--- config.mk ---
export PLATFORM = sky130hd
export DESIGN_NAME = util_axis_1553_encoder
export DESIGN_NICKNAME = d
export VERILOG_FILES = /design/src/rtl/util_axis_1553_encoder.sv
export SDC_FILE = /design/constraint.sdc
export NUM_CORES = 1
export LEC_CHECK = 0
export ABC_AREA = 1
export CAP_MARGIN = 10
export CORE_ASPECT_RATIO = 1.2
export CORE_MARGIN = 5
export CORE_UTILIZATION = 55
export CTS_CLUSTER_DIAMETER = 150
export CTS_CLUSTER_SIZE = 24
export DETAILED_ROUTE_END_ITERATION = 12
export PLACE_DENSITY = 0.85
export SLEW_MARGIN = 20
export SYNTH_ARGS = -nofsm -noshare
export SYNTH_HDL_FRONTEND = slang
export SYNTH_SLANG_ARGS = --single-unit
--- constraint.sdc ---
create_clock -name aclk -period 2.6 [get_ports aclk]
set_input_delay 0.52 -clock aclk [delete_from_list [all_inputs] [get_ports aclk]]
set_output_delay 0.52 -clock aclk [all_outputs]
set_load 0.05 [all_outputs]
--- src/rtl/util_axis_1553_encoder.sv ---
// AXI-Stream to MIL-STD-1553 Manchester II encoder: 3-bit sync, 16 data bits MSB first, odd parity.
// First sync half-bit on diff one cycle after handshake; tready only in IDLE and the last parity cycle.
module util_axis_1553_encoder #(
    parameter int clock_speed = 100000000
) (
    input  logic        aclk,
    input  logic        arstn,
    input  logic [15:0] s_axis_tdata,
    input  logic        s_axis_tvalid,
    input  logic [7:0]  s_axis_tuser,
    output logic        s_axis_tready,
    output logic [1:0]  diff
);

    localparam int HALF = clock_speed / 2000000;
    localparam int CW   = (HALF > 1) ? $clog2(HALF) : 1;
    localparam logic [CW-1:0] CNT_LAST = CW'(HALF - 1);

    localparam logic [1:0] IDLE   = 2'd0;
    localparam logic [1:0] SYNC   = 2'd1;
    localparam logic [1:0] DATA   = 2'd2;
    localparam logic [1:0] PARITY = 2'd3;

    logic [1:0]    r_state;
    logic [CW-1:0] r_cnt;
    logic [5:0]    r_idx;
    logic [15:0]   r_word;
    logic          r_cmd;
    logic          r_par;
    logic          r_ready;
    logic [1:0]    r_diff;

    logic [1:0]    w_state_nxt;
    logic [CW-1:0] w_cnt_nxt;
    logic [5:0]    w_idx_nxt;
    logic [15:0]   w_word_nxt;
    logic          w_cmd_nxt;
    logic          w_par_nxt;
    logic          w_ready_nxt;
    logic [1:0]    w_diff_nxt;
    logic [4:0]    w_dsel;
    logic          w_lvl;
    logic          w_type_ok;
    logic          w_last;
    logic          w_start;
    logic          w_unused;

    assign w_unused  = &{1'b0, s_axis_tuser[7:3]};
    assign w_type_ok = (s_axis_tuser[2:0] == 3'b001) || (s_axis_tuser[2:0] == 3'b010);
    assign w_last    = (r_state == PARITY) && (r_idx == 6'd39) && (r_cnt == CNT_LAST);
    assign w_start   = s_axis_tvalid && r_ready && w_type_ok;

    always_comb begin
        w_state_nxt = r_state;
        w_cnt_nxt   = r_cnt;
        w_idx_nxt   = r_idx;
        w_word_nxt  = r_word;
        w_cmd_nxt   = r_cmd;
        w_par_nxt   = r_par;
        if (w_start) begin
            w_state_nxt = SYNC;
            w_cnt_nxt   = '0;
            w_idx_nxt   = '0;
            w_word_nxt  = s_axis_tdata;
            w_cmd_nxt   = (s_axis_tuser[2:0] == 3'b001);
            w_par_nxt   = ~^s_axis_tdata;
        end else if ((r_state == IDLE) || w_last) begin
            w_state_nxt = IDLE;
            w_cnt_nxt   = '0;
            w_idx_nxt   = '0;
        end else if (r_cnt == CNT_LAST) begin
            // Half-bit index 0..5 is sync, 6..37 data, 38..39 parity.
            w_cnt_nxt = '0;
            w_idx_nxt = r_idx + 6'd1;
            if (w_idx_nxt < 6'd6)
                w_state_nxt = SYNC;
            else if (w_idx_nxt < 6'd38)
                w_state_nxt = DATA;
            else
                w_state_nxt = PARITY;
        end else begin
            w_cnt_nxt = r_cnt + CW'(1);
        end
    end

    // diff is encoded from the next-state values so it lands in the same register stage.
    always_comb begin
        w_dsel = w_idx_nxt[4:0] - 5'd6;
        w_lvl  = 1'b0;
        case (w_state_nxt)
            SYNC:    w_lvl = w_cmd_nxt ^ (w_idx_nxt >= 6'd3);
            DATA:    w_lvl = w_word_nxt[4'd15 - w_dsel[4:1]] ^ w_dsel[0];
            PARITY:  w_lvl = w_par_nxt ^ w_idx_nxt[0];
            default: w_lvl = 1'b0;
        endcase
        w_diff_nxt  = (w_state_nxt == IDLE) ? 2'b00 : {w_lvl, ~w_lvl};
        w_ready_nxt = (w_state_nxt == IDLE) ||
                      ((w_state_nxt == PARITY) && (w_idx_nxt == 6'd39) && (w_cnt_nxt == CNT_LAST));
    end

    always_ff @(posedge aclk) begin
        if (!arstn) begin
            r_state <= IDLE;
            r_cnt   <= '0;
            r_idx   <= '0;
            r_word  <= '0;
            r_cmd   <= 1'b0;
            r_par   <= 1'b0;
            r_ready <= 1'b0;
            r_diff  <= 2'b00;
        end else begin
            r_state <= w_state_nxt;
            r_cnt   <= w_cnt_nxt;
            r_idx   <= w_idx_nxt;
            r_word  <= w_word_nxt;
            r_cmd   <= w_cmd_nxt;
            r_par   <= w_par_nxt;
            r_ready <= w_ready_nxt;
            r_diff  <= w_diff_nxt;
        end
    end

    assign s_axis_tready = r_ready;
    assign diff          = r_diff;

endmodule

==> results.toml <==
[status]
status = "complete, no violations"

[worst_setup_path]
setup.worst_path.start_class = "flip-flop"
required_ps = 2790
critPathArrivalTime_ps = 2610
endpoint_kind = "flip-flop"
crit_path_max_fanout = 8
worst-setup-path-type = "flip-flop to flip-flop"

[timing]
fmax_mhz = 413
drv_slew = 0
finalHoldViolations = 0
finalCritPeriodShare_pct = 93.1
rsz0062_at_grt = "no"
slew_headroom_pct = 66.8
layout_setup_ws_ps = 180
setup_viol = 0
tightest_slew_ps = 497
fin_crit_ps = 2420
fin_skew_ps = 5.35

[drt]
dr.pass1.iters = 4
drc = 0
wl_per_cell_um = 11.5
vias = 2159
drtAntennaViolNets = 0
viasPerCell = 4.95
wl_um = 5030
drt_iter0_drc = 155

[run]
drv_cap = 0

[clock_network]
tritoncts = "yes"
clock_latency_ps = 290
htreeDepth = 2
cts_sinks = 35
cts_root_buffer = "clkbuf_8"
cts_hold_buf = 0
clk_pin_slew_worst_paths_ps = 80
clock_path_buffers = 2
numCtsBuffers = 5

[finish]
fin_nets = 412
diodes = 0
multi_input_area_um2 = 1330
drive_gt1_share_pct = 19.1
syn2layout_area_growth_pct = 28.1
fillerInstances = 305
fin_area_um2 = 2900
stdcell_count = 436
register_area_um2 = 701

[placed_design]
dp.cells = 427
gp_congestion = 0.878
place_ws_ps = -175
hpwl_um = 3780
numPortBuffers = 24
place_area_um2 = 2730

[die]
ios = 30
num_rows = 25
die_area_um2 = 5500
start_util_pct = 56.9
core_um2 = 3970
die_y_um = 80.2
chipWidth_um = 68.5

[logic_synthesis]
synth_top_area_share_pct = 31.0
synth_cell_types = 33
yosys_register_bits = 35
synthCells = 332
syn_avg_cell_area_um2 = 6.81
yosysTopAreaCell = "dfxtp_1"
synth_fp_nets = 363
syn_area_um2 = 2260
synth.area.top_cells = "dfxtp_1 (31%), nand2_1 (12%), inv_1 (8.5%)"
yosys_warnings = 0
seq_area_frac_synth_pct = 31.0

[global_route]
grt_start_max_net_pins = 25
grt.total_usage_pct = 20.2
grt_pass1_vias = 1974
grt_pass1_wl_um = 8380
overflow = 0
antenna_found_initial = 0

[hold_path]
hp-class = "flip-flop to flip-flop"

[pwr]
power.leakage_uw = 0.00125
ir_worst_vdd_uv = 418
power_density_nw_per_um2 = 455
## what timing repair did
item / 4_1_cts / 5_1_grt
endpoints found under the setup margin: 0 / 2
setup buffers: 0 / 1
resized for setup: 0 / 7
hold endpoints to repair: 0 / 0
## layout make-up
cell class,count,area share (%)
Multi-Input combinational cell,233,46.0
Clock inverter,3,2.33
Inverter,58,7.69
Sequential cell,35,24.2
Tap cell,54,2.33
Clock buffer,5,2.38
Timing Repair Buffer,48,15.1
## Yosys cell counts (all sizes together)
cell and number:
o211a 1, nand2 79, nand3b 2, o21ai 23, nor4 1, clkinv 1, ha 4, nand3 31
nor2 53, xor2 8, inv 57, clkbuf 3, dfxtp 35, xnor2 16, or2 2, buf 3
a21oi 3, nand4 3, nor3 7
## flip-flops by register name (all words and copies together), names as in the netlist
signal	cells
r_par	1
r_state	2
s_axis_tready	1
r_idx	6
r_cmd	1
r_cnt	6
r_word	16
diff	2
## metal layers
metal | wire, um | track usage [%] | share of wire (%) | vias to the layer above
met2 | 2780 | 37.1 | 55 | 43
met3 | 202 | 4.34 | 4.0 | 10
li1 | - | - | - | 1121
met5 | 0 | 0 | 0 | -
met4 | 88 | 7.16 | 1.7 | 0
met1 | 1960 | 21.8 | 39 | 985
## report_power, final
part / switching (uW) / leakage [uW] / internal [uW] / total [uW]
logic: 91.9 / 0.000898 / 84.6 / 176
clock network: 211 / 0.0000644 / 383 / 594
registers: 2.70 / 0.000283 / 544 / 547
total: 306 / 0.00125 / 1010 / 1320
## critical path: stages (launching register included)
cell     delay, ps
dfxtp_1        330
inv_1           60
ha_2           200
nand3_2        130
nor2_8         210
nand3_4        130
nand3_4        160
nor2_4          60
ha_4           280
buf_4          100
nand3_1         70
nand3_1         80
nand3_1        100
nand2_1         90
nand2_1         60
nand3_2         60
nand3_2         70
nand2_1         80
nor2_2          30
## placed cells by master, fill, tap and decap left out, types with 2 or more instances in the layout
cell / count
a21oi_1: 2
buf_4: 22
bufinv_16: 2
clkbuf_8: 5
clkdlybuf4s50_1: 24
dfxtp_1: 35
ha_1: 2
inv_1: 51
inv_2: 5
nand2_1: 70
nand2_2: 8
nand3_1: 23
nand3_2: 6
nand3_4: 2
nand4_1: 2
nor2_1: 44
nor2_2: 6
nor2_8: 2
nor3_1: 6
o21ai_0: 16
o21ai_1: 6
or2_2: 2
xnor2_1: 16
xor2_1: 8
## per-stage QoR
| step | TNS (ps) | utilization, % | total power, uW | hold WS, ps |
|---|---|---|---|---|
| after floorplan | 0 | - | 662 | 484 |
| after global placement | -181 | 68.6 | 724 | 533 |
| after detailed placement | -330 | 68.6 | 727 | 546 |
| after CTS | 0 | 72.1 | 1320 | 559 |
| after global routing | 0 | 72.9 | 1360 | 581 |
| final | 0 | 72.9 | 1320 | 556 |
## worst paths after layout
path	slack [ps]	start	cells after the start	endpoint
hold / removal	560	r_word[2]	4	r_word[2]
setup reg to reg	180	r_cnt[1]	18	diff[1]
setup / recovery	180	r_cnt[1]	18	diff[1]
hold reg to reg	560	r_word[2]	4	r_word[2]
## cell families after synthesis
family          count (synthesis)  share of synthesized area (%)
compound gates                 27                           6.37
simple gates                  178                           40.1
flops                          35                           31.0
fa+ha+maj                       4                           2.21
xor+xnor                       24                           9.30
buf+inv                        64                           11.0
No activity file was read; power rests on OpenSTA's default activity.
